`config.mk`:
```
export PLATFORM = sky130hd
export DESIGN_NAME = amp_seq
export DESIGN_NICKNAME = d
export VERILOG_FILES = /design/src/rtl/toi2s_pkg.sv /design/src/rtl/amp_i2c_master.sv /design/src/rtl/amp_seq.sv
export SDC_FILE = /design/constraint.sdc
export NUM_CORES = 1
export LEC_CHECK = 0
export BUFFER_PORTS_ARGS = -buffer_cell sky130_fd_sc_hd__clkbuf_2
export CORE_MARGIN = 1.5
export CORE_UTILIZATION = 25
export CTS_CLUSTER_DIAMETER = 60
export CTS_CLUSTER_SIZE = 12
export DETAILED_ROUTE_END_ITERATION = 10
export GPL_ROUTABILITY_DRIVEN = 0
export PLACE_DENSITY_LB_ADDON = 0.12
export SETUP_SLACK_MARGIN = 0.05
export SYNTH_ARGS = -nofsm -noshare
export SYNTH_HDL_FRONTEND = slang
export SYNTH_SLANG_ARGS = --single-unit
```
`constraint.sdc`:
```
create_clock -name clk -period 3.1 [get_ports clk]
set_input_delay 0.62 -clock clk [delete_from_list [all_inputs] [get_ports clk]]
set_output_delay 0.62 -clock clk [all_outputs]
set_load 0.02 [all_outputs]
```
`src/rtl/toi2s_pkg.sv`:
```
// Shared types for the amplifier sequencer and its I2C bit engine.
package toi2s_pkg;

  typedef enum logic [2:0] {
    ST_IDLE   = 3'd0,
    ST_PWRUP  = 3'd1,
    ST_CFG    = 3'd2,
    ST_RUN    = 3'd3,
    ST_SHUTDN = 3'd4,
    ST_ERROR  = 3'd5
  } amp_seq_state_t;

  typedef enum logic [1:0] {
    CMD_START = 2'd0,
    CMD_WRITE = 2'd1,
    CMD_STOP  = 2'd2
  } i2c_cmd_t;

endpackage

```
`src/rtl/amp_i2c_master.sv`:
```
// I2C write-only bit engine: START / byte+ACK / STOP with quarter-bit timing.
// SDA is open-drain (sdaoe=1 pulls low); SCL is push-pull.
module amp_i2c_master
  import toi2s_pkg::*;
#(
  parameter int CLK_DIV = 8
) (
  input  logic      clk,
  input  logic      resetb,
  input  logic      cmd_valid,
  input  i2c_cmd_t  cmd,
  input  logic [7:0] wdata,
  input  logic      sdai,
  output logic      cmd_ready,
  output logic      ack_n,
  output logic      scl,
  output logic      sdaoe
);

  localparam logic [2:0] PH_IDLE  = 3'd0;
  localparam logic [2:0] PH_START = 3'd1;
  localparam logic [2:0] PH_BIT   = 3'd2;
  localparam logic [2:0] PH_STOP  = 3'd3;
  localparam logic [2:0] PH_GAP   = 3'd4;

  localparam int QW = (CLK_DIV > 1) ? $clog2(CLK_DIV) : 1;
  localparam logic [QW-1:0] Q_LOAD = QW'(CLK_DIV - 1);

  logic [2:0]    phase;
  logic [QW-1:0] q_cnt;
  logic [1:0]    qtr;
  logic [3:0]    bit_idx;
  logic [6:0]    shreg;
  logic          q_end;

  assign q_end     = (q_cnt == '0);
  assign cmd_ready = (phase == PH_IDLE);

  always_ff @(posedge clk or negedge resetb) begin
    if (!resetb) begin
      phase   <= PH_IDLE;
      q_cnt   <= '0;
      qtr     <= 2'd0;
      bit_idx <= 4'd0;
      shreg   <= 7'd0;
      scl     <= 1'b1;
      sdaoe   <= 1'b0;
      ack_n   <= 1'b0;
    end else if (phase == PH_IDLE) begin
      if (cmd_valid) begin
        q_cnt <= Q_LOAD;
        qtr   <= 2'd0;
        case (cmd)
          CMD_START: begin
            phase <= PH_START;
            scl   <= 1'b1;
            sdaoe <= 1'b1;
          end
          CMD_WRITE: begin
            phase   <= PH_BIT;
            bit_idx <= 4'd0;
            shreg   <= wdata[6:0];
            sdaoe   <= ~wdata[7];
            scl     <= 1'b0;
          end
          CMD_STOP: begin
            phase <= PH_STOP;
            scl   <= 1'b0;
            sdaoe <= 1'b1;
          end
          default: ;
        endcase
      end
    end else if (!q_end) begin
      q_cnt <= q_cnt - 1'b1;
    end else begin
      q_cnt <= Q_LOAD;
      qtr   <= qtr + 2'd1;
      case (phase)
        PH_START: begin
          if (qtr == 2'd0) scl <= 1'b0;
          else             phase <= PH_IDLE;
        end
        PH_BIT: begin
          case (qtr)
            2'd0: scl <= 1'b1;
            2'd1: if (bit_idx == 4'd8) ack_n <= sdai;
            2'd2: scl <= 1'b0;
            default: begin
              if (bit_idx == 4'd8) begin
                phase <= PH_IDLE;
              end else begin
                bit_idx <= bit_idx + 4'd1;
                // the ninth slot is the slave's ACK, so SDA is released there
                sdaoe   <= (bit_idx == 4'd7) ? 1'b0 : ~shreg[6];
                shreg   <= {shreg[5:0], 1'b0};
              end
            end
          endcase
        end
        PH_STOP: begin
          if (qtr == 2'd0) begin
            scl <= 1'b1;
          end else begin
            sdaoe <= 1'b0;
            phase <= PH_GAP;
            qtr   <= 2'd0;
          end
        end
        PH_GAP: if (qtr == 2'd3) phase <= PH_IDLE;
        default: phase <= PH_IDLE;
      endcase
    end
  end

endmodule

```
`src/rtl/amp_seq.sv`:
```
// Class-D amplifier power/config sequencer: enable, power-up wait, I2C register
// table download, mute control and mute-then-disable shutdown.
//
// state  | meaning
// IDLE   | amp disabled and muted, waiting for enable
// PWRUP  | amp enabled, waiting for its supplies to settle
// CFG    | writing the register table over I2C
// RUN    | configured, mute follows mute_req
// SHUTDN | muted, waiting before disabling the amp
// ERROR  | a write was NACKed; held off until enable drops
module amp_seq
  import toi2s_pkg::*;
#(
  parameter int         CLK_DIV    = 8,
  parameter int         PWRUP_WAIT = 1024,
  parameter int         MUTE_WAIT  = 256,
  parameter logic [6:0] AMP_ADDR   = 7'h2C,
  parameter int         N_CFG      = 4
) (
  input  logic               clk,
  input  logic               resetb,
  input  logic               enable,
  input  logic               mute_req,
  input  logic [8*N_CFG-1:0] cfg_addr,
  input  logic [8*N_CFG-1:0] cfg_data,
  output logic               amp_i2c_scl,
  input  logic               amp_i2c_sdai,
  output logic               amp_i2c_sdao,
  output logic               amp_i2c_sdaoe,
  output logic               amp_nenable,
  output logic               amp_mute,
  output logic               busy,
  output logic               nack_err,
  output logic [2:0]         state_mon
);

  localparam int WAIT_MAX = (PWRUP_WAIT > MUTE_WAIT) ? PWRUP_WAIT : MUTE_WAIT;
  localparam int WW = $clog2(WAIT_MAX + 1);
  localparam int IW = (N_CFG > 1) ? $clog2(N_CFG) : 1;

  localparam logic [2:0] STEP_START = 3'd0;
  localparam logic [2:0] STEP_DEV   = 3'd1;
  localparam logic [2:0] STEP_REG   = 3'd2;
  localparam logic [2:0] STEP_DAT   = 3'd3;
  localparam logic [2:0] STEP_STOP  = 3'd4;
  localparam logic [2:0] STEP_DONE  = 3'd5;

  amp_seq_state_t state;
  logic [WW-1:0]  wait_cnt;
  logic [IW-1:0]  idx;
  logic [2:0]     step;
  logic [2:0]     eff_step;
  logic           ack_pend;
  logic           nack_now;
  logic           m_valid;
  logic           m_ready;
  logic           m_ack_n;
  i2c_cmd_t       m_cmd;
  logic [7:0]     m_wdata;
  logic [7:0]     addr_tab [N_CFG];
  logic [7:0]     data_tab [N_CFG];

  for (genvar g = 0; g < N_CFG; g++) begin : g_tab
    assign addr_tab[g] = cfg_addr[8*g +: 8];
    assign data_tab[g] = cfg_data[8*g +: 8];
  end

  // A NACK on the byte just sent diverts the next command straight to STOP.
  assign nack_now = ack_pend & m_ack_n & m_ready;
  assign eff_step = nack_now ? STEP_STOP : step;

  always_comb begin
    m_valid = (state == ST_CFG) && (eff_step <= STEP_STOP);
    m_cmd   = CMD_STOP;
    m_wdata = 8'h00;
    case (eff_step)
      STEP_START: m_cmd = CMD_START;
      STEP_DEV: begin
        m_cmd   = CMD_WRITE;
        m_wdata = {AMP_ADDR, 1'b0};
      end
      STEP_REG: begin
        m_cmd   = CMD_WRITE;
        m_wdata = addr_tab[idx];
      end
      STEP_DAT: begin
        m_cmd   = CMD_WRITE;
        m_wdata = data_tab[idx];
      end
      default: m_cmd = CMD_STOP;
    endcase
  end

  always_ff @(posedge clk or negedge resetb) begin
    if (!resetb) begin
      state       <= ST_IDLE;
      wait_cnt    <= '0;
      idx         <= '0;
      step        <= STEP_START;
      ack_pend    <= 1'b0;
      nack_err    <= 1'b0;
      amp_nenable <= 1'b1;
      amp_mute    <= 1'b1;
    end else begin
      case (state)
        ST_IDLE: begin
          amp_nenable <= 1'b1;
          amp_mute    <= 1'b1;
          if (enable) begin
            state       <= ST_PWRUP;
            amp_nenable <= 1'b0;
            wait_cnt    <= '0;
          end
        end
        ST_PWRUP: begin
          if (!enable) begin
            state    <= ST_SHUTDN;
            amp_mute <= 1'b1;
            wait_cnt <= '0;
          end else if (wait_cnt == WW'(PWRUP_WAIT - 2)) begin
            // one cycle less: the START itself is accepted on the next edge
            state    <= ST_CFG;
            idx      <= '0;
            step     <= STEP_START;
            ack_pend <= 1'b0;
          end else begin
            wait_cnt <= wait_cnt + 1'b1;
          end
        end
        ST_CFG: begin
          if (m_valid && m_ready) begin
            step     <= eff_step + 3'd1;
            ack_pend <= (m_cmd == CMD_WRITE);
            if (nack_now) nack_err <= 1'b1;
          end else if (step == STEP_DONE && m_ready) begin
            if (nack_err) begin
              state       <= ST_ERROR;
              amp_nenable <= 1'b1;
              amp_mute    <= 1'b1;
            end else if (!enable) begin
              state    <= ST_SHUTDN;
              wait_cnt <= '0;
            end else if (idx == IW'(N_CFG - 1)) begin
              state <= ST_RUN;
            end else begin
              idx  <= idx + 1'b1;
              step <= STEP_START;
            end
          end
        end
        ST_RUN: begin
          if (!enable) begin
            state    <= ST_SHUTDN;
            amp_mute <= 1'b1;
            wait_cnt <= '0;
          end else begin
            amp_mute <= mute_req;
          end
        end
        ST_SHUTDN: begin
          amp_mute <= 1'b1;
          if (wait_cnt == WW'(MUTE_WAIT - 1)) begin
            state       <= ST_IDLE;
            amp_nenable <= 1'b1;
          end else begin
            wait_cnt <= wait_cnt + 1'b1;
          end
        end
        ST_ERROR: begin
          amp_nenable <= 1'b1;
          amp_mute    <= 1'b1;
          if (!enable) begin
            state    <= ST_IDLE;
            nack_err <= 1'b0;
          end
        end
        default: state <= ST_IDLE;
      endcase
    end
  end

  amp_i2c_master #(.CLK_DIV(CLK_DIV)) u_i2c (
    .clk       (clk),
    .resetb    (resetb),
    .cmd_valid (m_valid),
    .cmd       (m_cmd),
    .wdata     (m_wdata),
    .sdai      (amp_i2c_sdai),
    .cmd_ready (m_ready),
    .ack_n     (m_ack_n),
    .scl       (amp_i2c_scl),
    .sdaoe     (amp_i2c_sdaoe)
  );

  assign amp_i2c_sdao = 1'b0;
  assign busy         = (state == ST_PWRUP) || (state == ST_CFG) || (state == ST_SHUTDN);
  assign state_mon    = state;

endmodule

```
=== Yosys cells after proc, flatten, opt, wreduce, memory -nomap -nowiden ===
Cells that the tools add are included.
W data, S select, Z words.

* Add/subtract/negate cells: 6
* Order comparisons: 2
* Equal/unequal tests: 62
* Muxes and demuxes: 112
* Bitwise operators: 6
* Reductions and logical operators: 39

{| class="wikitable"
|+ Operators with widths
! kind !! count
|-
| $mux W3 || 30
|-
| $mux W11 || 8
|-
| $pmux W11 S5 || 1
|-
| $mux W7 || 7
|-
| $bmux W8 S2 || 2
|-
| $mux W8 || 4
|-
| $ne A2 B2 Y1 const B || 16
|-
| $mux W4 || 7
|-
| $reduce_and A7 Y1 || 4
|-
| $mux W1 || 25
|-
| $mux W2 || 12
|-
| $ne A3 B2 Y1 const B || 8
|-
| $pmux W8 S3 || 1
|-
| $reduce_and A8 Y1 || 3
|-
| $ne A3 B3 Y1 const B || 7
|-
| $eq A3 B2 Y1 const B || 6
|-
| $pmux W3 S6 || 1
|-
| $reduce_and A5 Y1 || 3
|-
| $eq A3 B3 Y1 const B || 4
|-
| $logic_not A3 Y1 || 4
|-
| $pmux W1 S2 || 6
|-
| $pmux W3 S4 || 1
|-
| $reduce_bool A4 Y1 || 3
|-
| $add A11 B1 Y11 const B || 1
|-
| 37 further kinds || 63
|}

* Flip-flop bits (word level): 45
* Output and inout port bits: 10

=== Depth between registers and ports, before layout ===
Gate-level depths: netlist (run 1).

* Word-level depth: 11
* Mapped depth: 15
* Mapped depth without buffers: 11

=== By module ===
From an unflattened synthesis (run 1), not the netlist that was laid out.

* Cell total of the unflattened synthesis: 381
* Area total of the unflattened synthesis: 3712.3 sq um

{| class="wikitable"
|+ By module, submodules not included
! module !! instances !! cells each !! area an instance (sq um) !! seq. area each (sq um)
|-
| amp_seq || 1 || 226 || 2222.1 || 578.1
|-
| amp_i2c_master || 1 || 155 || 1490.2 || 551.8
|}

=== Worst setup path after synthesis (run 1) ===
Ideal clock, no wire load.

* Path kind: reg2reg
* From: reg u_i2c.phase[0]
* To: reg u_i2c.shreg[4]
* Setup time: 121 ps
* Data arrival time: 2704 ps
* Data required time: 2979 ps
* Setup slack: 275 ps
* Stages on the path, launching flop included: 14
* Path buffers: 4
* Period minus slack after synthesis: 2825 ps
* Cell sequence: dfrtp_1 > buf_2 > nor3_2 > clkbuf_1 > nand3_1 > nand2_1 > ha_1 > clkbuf_1 > nor3_1 > a221oi_1 > o2bb2ai_2 > buf_4 > nand3_1 > o22a_1

* Word-level cells in the longest chain between the ends: 9
* Elaborated cells on any way between the ends: 24
* Those cells by class: 1 x order compare; 9 x eq/ne; 6 x mux; 1 x bitwise; 7 x reduce/logical

{| class="wikitable"
|+ RTL lines
! element !! RTL line !! source
|-
| from (decl) || amp_i2c_master.sv:29 || <nowiki>logic [2:0] phase;</nowiki>
|-
| from (signal assigned) || amp_i2c_master.sv:41 || <nowiki>phase <= PH_IDLE;</nowiki>
|-
| from (signal assigned) || amp_i2c_master.sv:55 || <nowiki>phase <= PH_START;</nowiki>
|-
| from (signal assigned) || amp_i2c_master.sv:60 || <nowiki>phase <= PH_BIT;</nowiki>
|-
| $logic_not A3 Y1 || amp_i2c_master.sv:37, amp_i2c_master.sv:49 ||
|-
| $and A1 B1 Y1 || amp_seq.sv:69 || <nowiki>assign nack_now = ack_pend & m_ack_n & m_ready;</nowiki>
|-
| $mux W3 || amp_seq.sv:70 || <nowiki>assign eff_step = nack_now ? STEP_STOP : step;</nowiki>
|-
| $eq A3 B2 Y1 or $eq A3 B1 Y1 (tied branches) || amp_seq.sv:76 || <nowiki>case (eff_step)</nowiki>
|-
| $reduce_or A3 Y1 (no source line) || n/a ||
|-
| $pmux W2 S2 || amp_seq.sv:76 ||
|-
| $eq A2 B1 Y1 || amp_i2c_master.sv:53 || <nowiki>case (cmd)</nowiki>
|-
| $ne A2 B1 Y1 (no source line) || n/a ||
|-
| $reduce_and A6 Y1 (no source line) || n/a ||
|-
| to (signal assigned) || amp_i2c_master.sv:62 || <nowiki>shreg <= wdata[6:0];</nowiki>
|-
| to (signal assigned) || amp_i2c_master.sv:96 || <nowiki>shreg <= {shreg[5:0], 1'b0};</nowiki>
|-
| to (decl) || amp_i2c_master.sv:33 || <nowiki>logic [6:0] shreg;</nowiki>
|}

Parallel ways exist; a longest one is shown, timed or not. The select of a mux whose other input is x is not followed.
A chain may end at the register's enable or synchronous reset.

=== Worst setup path after layout (run 1) ===
* From: reg u_i2c.phase[0]
* To: reg u_i2c.shreg[1]

The elaborated chain is that of the path after synthesis.

==> impl_metrics.toml, run 1 <==
[clocking]
clockBufferDepth = 2
htree_levels = 2
cts_tree = "done"
cts_buffers = 5
insertion_delay_ns = 0.29
cts_num_sinks = 45
clk_pin_slew_ns = 0.07
post_cts_buffers = 0
root_buffer = "clkbuf_16"

[pwr]
comb_power_share_pct = 54.2
power_density_nw_per_um2 = 819
clkPwrFrac_pct = 16.3
power.total_uw = 3390
power.internal_uw = 1880
swShare_pct = 44.7
p_leak_uw = 0.00179
seqPwrFrac_pct = 29.5
max-vdd-ir-drop_mv = 0.285
switchingPower_uw = 1520

[setup_path]
cp_max_fo = 14
path_class = "flip-flop to flip-flop"
worstPathArrival_ns = 2.95
cp-start-kind = "flip-flop"
reg2reg_depth = 11
worstPathRequired_ns = 3.28
cp-end-kind = "flip-flop"

[placed_design]
io_buffers = 77
dpl.cell_count = 601
hpwl_um = 7550

[finish]
antenna_cells = 0
mostFrequentLayoutCells = "77 x clkbuf_2, 42 x dfrtp_1, 31 x nand2_1"
final_layout_size_suffix_gt1_share_pct = 29.6
final_nets = 518
num-fill-cells = 1433
final_common_cell = "clkbuf_2"
multi_input_area_um2 = 2090
layoutNonFillerInstCount = 608
area_growth_pct = 21.7
seqCellArea_um2 = 1130

[global_route]
met3_usage_pct = 2.00
antenna_found_initial = 0
grt_util_met2_pct = 23.2
grt_max_degree = 28
overflow = 0
grt_busiest_layer = "met2"
grt_pass1_vias = 3163
grtUsageTotal_pct = 14.5
grt_pass1_wl_um = 16500
met1_usage_pct = 20.5

[routing]
vias = 3061
wl_um = 9730
drtIter0Drc = 198
drc = 0
antenna_left = 0
drt_first_pass_iters = 4
vias_per_cell = 5.03
wl_per_cell_um = 16.0

[logic_synthesis]
synth_nets = 443
netlist_area_um2 = 3400
synthArstFlopShare_pct = 100
syn_avg_cell_area_um2 = 9.53
yosysUniqueCellTypes = 64
ys_seq_area_share_pct = 33.2
synth_cells = 357
yosys_most_used_dff = "dfrtp_1"
ys_warn_count = 0
ys_ff_latch = 45
synth_edf_count = 0

[floorplan]
initial_core_util_pct = 25.7
die_height_um = 120
die_area_um2 = 14300
rows = 42
dieWidth_um = 120
io_pins = 79
fp.coreArea_um2 = 13200

[timing]
slew_viol_final = 0
relSlewSlack_pct = 56.9
final_hold_viol_count = 0
skew_ns = 0.00332
finalCriticalPeriod_ns = 2.77
setup_viol = 0
whs_ns = 0.293
fmax_mhz = 361
rsz0062_at_grt = "no"
tightestPinTransition_ns = 0.647
fin_crit_sh_pct = 89.3
tns_ns = 0

[status]
status = "completed"

[min_path]
hold_path_class = "primary input to async pin"

[run]
cap_violations = 0
[power by group through the flow]
stage / combinational [uW] / clock, uW / sequential (uW)
detailed placement: 1850 / 0 / 1010
global placement: 1850 / 0 / 1010
finish: 1840 / 552 / 1000
floorplan: 1390 / 0 / 957
global route: 2080 / 590 / 1030
CTS: 1860 / 570 / 999
[state kept, by name (all words and copies together), names as in the netlist, 2 cells and up]
| signal | count |
|---|---|
| u_i2c.phase | 3 |
| u_i2c.bit_idx | 4 |
| state_mon | 3 |
| u_i2c.shreg | 7 |
| idx | 2 |
| u_i2c.q_cnt | 3 |
| wait_cnt | 11 |
| u_i2c.qtr | 2 |
| step | 3 |
[synthesized netlist by cell type (3+ instances only)]
| library cell | n | area (um^2) |
|---|---|---|
| a21oi_1 | 12 | 60.1 |
| a21o_1 | 3 | 22.5 |
| nand2b_1 | 6 | 37.5 |
| nor2b_1 | 5 | 31.3 |
| o31ai_1 | 18 | 135 |
| a221oi_1 | 3 | 26.3 |
| nand3_1 | 16 | 80.1 |
| clkbuf_1 | 10 | 37.5 |
| a31oi_1 | 3 | 18.8 |
| a32oi_1 | 5 | 43.8 |
| mux2i_1 | 3 | 30.0 |
| inv_1 | 21 | 78.8 |
| o41ai_1 | 5 | 43.8 |
| nor2_1 | 20 | 75.1 |
| o22ai_1 | 5 | 31.3 |
| o22a_1 | 3 | 26.3 |
| ha_1 | 17 | 213 |
| nand2_1 | 31 | 116 |
| or3_1 | 3 | 18.8 |
| o211ai_1 | 6 | 45.0 |
| mux4_2 | 16 | 360 |
| o21ai_0 | 26 | 130 |
| dfstp_2 | 3 | 78.8 |
| and2_1 | 4 | 25.0 |
| nor3_1 | 6 | 30.0 |
| buf_4 | 4 | 30.0 |
| mux2_2 | 3 | 33.8 |
| buf_2 | 6 | 30.0 |
| o21a_1 | 5 | 37.5 |
| dfrtp_1 | 42 | 1050 |
| nand3b_1 | 4 | 30.0 |
| nand4_1 | 3 | 18.8 |
[worst paths after layout]
check | from | end | slack, ns
max in group asynchronous | resetb | u_i2c.scl | 2.00
worst max register to register | u_i2c.phase[0] | u_i2c.shreg[1] | 0.33
worst max-delay path | u_i2c.phase[0] | u_i2c.shreg[1] | 0.33
worst min register to register | amp_mute | amp_mute | 0.48
min in group clk | amp_mute | amp_mute | 0.48
worst min-delay path | resetb | wait_cnt[10] | 0.29
[cell families after synthesis]
family | count (synthesis) | share of synthesized area [%]
AOI/OAI and AO/OA | 110 | 22.7
and+or+nand+nor | 116 | 18.6
buffers and inverters | 43 | 5.85
muxes | 23 | 12.8
xor gates and xnor gates | 2 | 0.515
adders and majority gates | 17 | 6.25
other | 1 | 0.110
DFF | 45 | 33.2
[stage by stage]
step                area, um^2  util (%)  setup WS, ns
detailed placement        3990      30.1         0.306
global placement          3990      30.1         0.394
CTS                       4130      31.2         0.288
finish                    4140      31.3         0.332
global route              4140      31.3        0.0675
floorplan                 3400         -         0.275
[cell type report]
type / instances / share of cell area (%)
inverters: 21 / 1.90
flip-flops and latches: 45 / 27.3
well taps: 176 / 5.32
multi-input cells: 269 / 50.4
repair buffers: 90 / 11.7
clock buffers: 7 / 3.45
[metal layers]
layer	up-vias	part of all wire [%]	wire (um)
li1	1498	-	-
met5	-	0	0
met2	100	46	4460
met3	4	4.6	447
met4	0	0.88	86
met1	1459	49	4730
[worst max-delay path, cell delays in order, from the launching register on]
cell	delay (ns)
dfrtp_1	0.54
nor3_2	0.10
nand3_1	0.12
nand2_1	0.11
inv_1	0.10
ha_1	0.15
ha_1	0.17
buf_4	0.18
nor3_1	0.07
a221oi_1	0.48
o2bb2ai_4	0.26
mux2_2	0.37
[repair_timing]
item | 4_1_cts | 5_1_grt
endpoints found under the setup margin | 0 | 2
gates resized for setup | 0 | 1
hold buffers | 0 | 0
(Power assumes the default switching activity.)
==> run 2, diff against run 1 <==
PLACE_DENSITY = 0.47   (was not set)
PLACE_DENSITY_LB_ADDON = not set   (was 0.12)
==> run 2 against run 1 <==
Clock skew is 0.0060 ns higher. Non-clock buffer count is 1 lower. Maximum frequency is 0.25% higher. Flip-flop and latch count stayed put. Clock power is 26% higher. Wire length is 4.9% lower. Total power is 3.5% higher. Global-route usage is 0.81 points lower. Via count is 0.59% higher. Hold slack worse by 0.050 ns. Die area stayed put. Core utilization is 0.26 points higher. Largest cell class unchanged. Highest routed layer unchanged.
==> impl_metrics.toml, run 2 (same netlist as run 1, synthesis figures left out) <==
[routing]
drc = 0
wl_um = 9250
wl_per_cell_um = 15.2
antenna_left = 0
drtIter0Drc = 140
vias = 3079
vias_per_cell = 5.06
drt_first_pass_iters = 4

[global_route]
grt_max_degree = 34
grt_pass1_vias = 3165
overflow = 0
antenna_found_initial = 0
grtUsageTotal_pct = 13.7
grt_pass1_wl_um = 15800

[finish]
mostFrequentLayoutCells = "77 x clkbuf_2, 42 x dfrtp_1, 31 x nand2_1"
largestRegisters = "wait_cnt x11, u_i2c.shreg x7, u_i2c.bit_idx x4"
final_common_cell = "clkbuf_2"
final_layout_size_suffix_gt1_share_pct = 30.1
antenna_cells = 0
fin_area_um2 = 4170
largest_reg_flops = 11
num-fill-cells = 1428
layoutNonFillerInstCount = 608
area_growth_pct = 22.7
final_nets = 517
top_register = "wait_cnt"

[clocking]
cts_buffers = 5
root_buffer = "clkbuf_16"
insertion_delay_ns = 0.29
clockBufferDepth = 2
cts_tree = "done"
htree_levels = 2
postCtsHoldBufs = 0
cts_num_sinks = 45
clk_pin_slew_ns = 0.07
post_cts_buffers = 0

[timing]
fmax_mhz = 362
final_hold_viol_count = 0
finalCriticalPeriod_ns = 2.76
tightestPinTransition_ns = 0.664
relSlewSlack_pct = 55.7
rsz0062_at_grt = "no"
tns_ns = 0
worst_slack_ns = 0.339
slew_viol_final = 0
setup_viol = 0
skew_ns = 0.00931
fin_crit_sh_pct = 89.1

[pwr]
power.total_uw = 3510
swShare_pct = 42.7
switchingPower_uw = 1500
max-vdd-ir-drop_mv = 0.279
seqPwrFrac_pct = 28.8
comb_power_share_pct = 51.4
power_density_nw_per_um2 = 841
clkPwrFrac_pct = 19.8
p_leak_uw = 0.00181
power.internal_uw = 2010

[setup_path]
worstPathArrival_ns = 2.94
reg2reg_depth = 11
critPathCapture = "u_i2c.shreg[1]"
cp-start-kind = "flip-flop"
crit_chain = "nor3_2 -> nand3_1 -> nand2_1 -> inv_1 -> ha_1 -> ha_1 -> buf_4 -> inv_1 -> a221oi_2 -> o2bb2ai_2 -> mux2_2"
critical_path.startpoint = "u_i2c.phase[1]"
worstPathRequired_ns = 3.28
r2r_setup_slack_ns = 0.34
cp-end-kind = "flip-flop"
path_class = "flip-flop to flip-flop"
cp_max_fo = 14
cp_slowest_stage_delay_ns = 0.55
r2r_end = "u_i2c.shreg[1]"
r2r_start = "u_i2c.phase[1]"
cp_slowest_cell = "dfrtp_1"

[floorplan]
initial_core_util_pct = 25.7
die_height_um = 120
rows = 42
io_pins = 79
dieWidth_um = 120
die_area_um2 = 14300
fp.coreArea_um2 = 13200

[run]
cap_violations = 0

[placed_design]
hpwl_um = 7150
io_buffers = 77
dpl.cell_count = 600
dp_slack_ns = 0.253
placed_area_um2 = 3980

[status]
status = "completed"

[min_path]
hold_path_class = "primary input to async pin"
## run 2: cell count changes in the layout (fill, tap and decap cells not counted), sizes merged
cell and delta:
clkinv +1, buf -1, clkbuf -2, bufinv +2
## run 2: worst max-delay path, delay by kind of cell, from the launching register on
family / cells / cell delay (ns)
buffers and inverters: 3 / 0.35
AND/OR/NAND/NOR: 3 / 0.34
adder cells (fa/ha/maj): 2 / 0.33
flip-flops: 1 / 0.55
multiplexers: 1 / 0.39
AO/OA/AOI/OAI: 2 / 0.69
## run 2: power by group through the flow
stage,logic (uW),registers [uW],clock network [uW]
after floorplan,1390,957,0
after global placement,1790,1020,0
after detailed placement,1810,1020,0
after CTS,1820,1010,717
after global routing,2020,1050,744
final,1800,1010,696
## run 2: how the worst min path moves through the flow
stage | cells after the start | from | slack [ns] | to
6_report | 1 | resetb | 0.24 | wait_cnt[2]
5_1_grt | 1 | resetb | 0.26 | wait_cnt[3]
3_3_place_gp | 2 | amp_mute | 0.46 | amp_mute
2_1_floorplan | 0 | resetb | 0.32 | ack_pend
3_5_place_dp | 2 | amp_mute | 0.46 | amp_mute
4_1_cts | 1 | resetb | 0.25 | wait_cnt[2]
## run 2: final cells by class
cell class | instances | area [um^2] | area share, %
multi-input cells | 269 | 2080 | 49.8
flip-flops and latches | 45 | 1130 | 27.1
repair buffers | 89 | 475 | 11.4
well taps | 176 | 220 | 5.28
clock buffers | 5 | 125 | 3.00
inverters | 21 | 78.8 | 1.89
clock inverters | 3 | 65.1 | 1.56
## run 2: repair_timing
item | 4_1_cts | 5_1_grt
gates resized for setup | 0 | 1
endpoints found under the hold margin | 0 | 0
setup endpoints to repair | 0 | 5
## run 2: metrics by stage
step | utilization (%) | hold WS, ns
4_1_cts | 31.5 | 0.245
5_1_grt | 31.5 | 0.258
3_3_place_gp | 30.0 | 0.463
6_report | 31.5 | 0.244
3_5_place_dp | 30.0 | 0.463
2_1_floorplan | - | 0.324
## run 2: layer usage
metal | part of all wire, % | up-vias | track usage [%]
met4 | 1.4 | 0 | 4.24
met1 | 47 | 1476 | 18.3
met2 | 47 | 95 | 22.6
li1 | - | 1500 | -
met3 | 4.1 | 8 | 2.14
met5 | 0 | - | 0
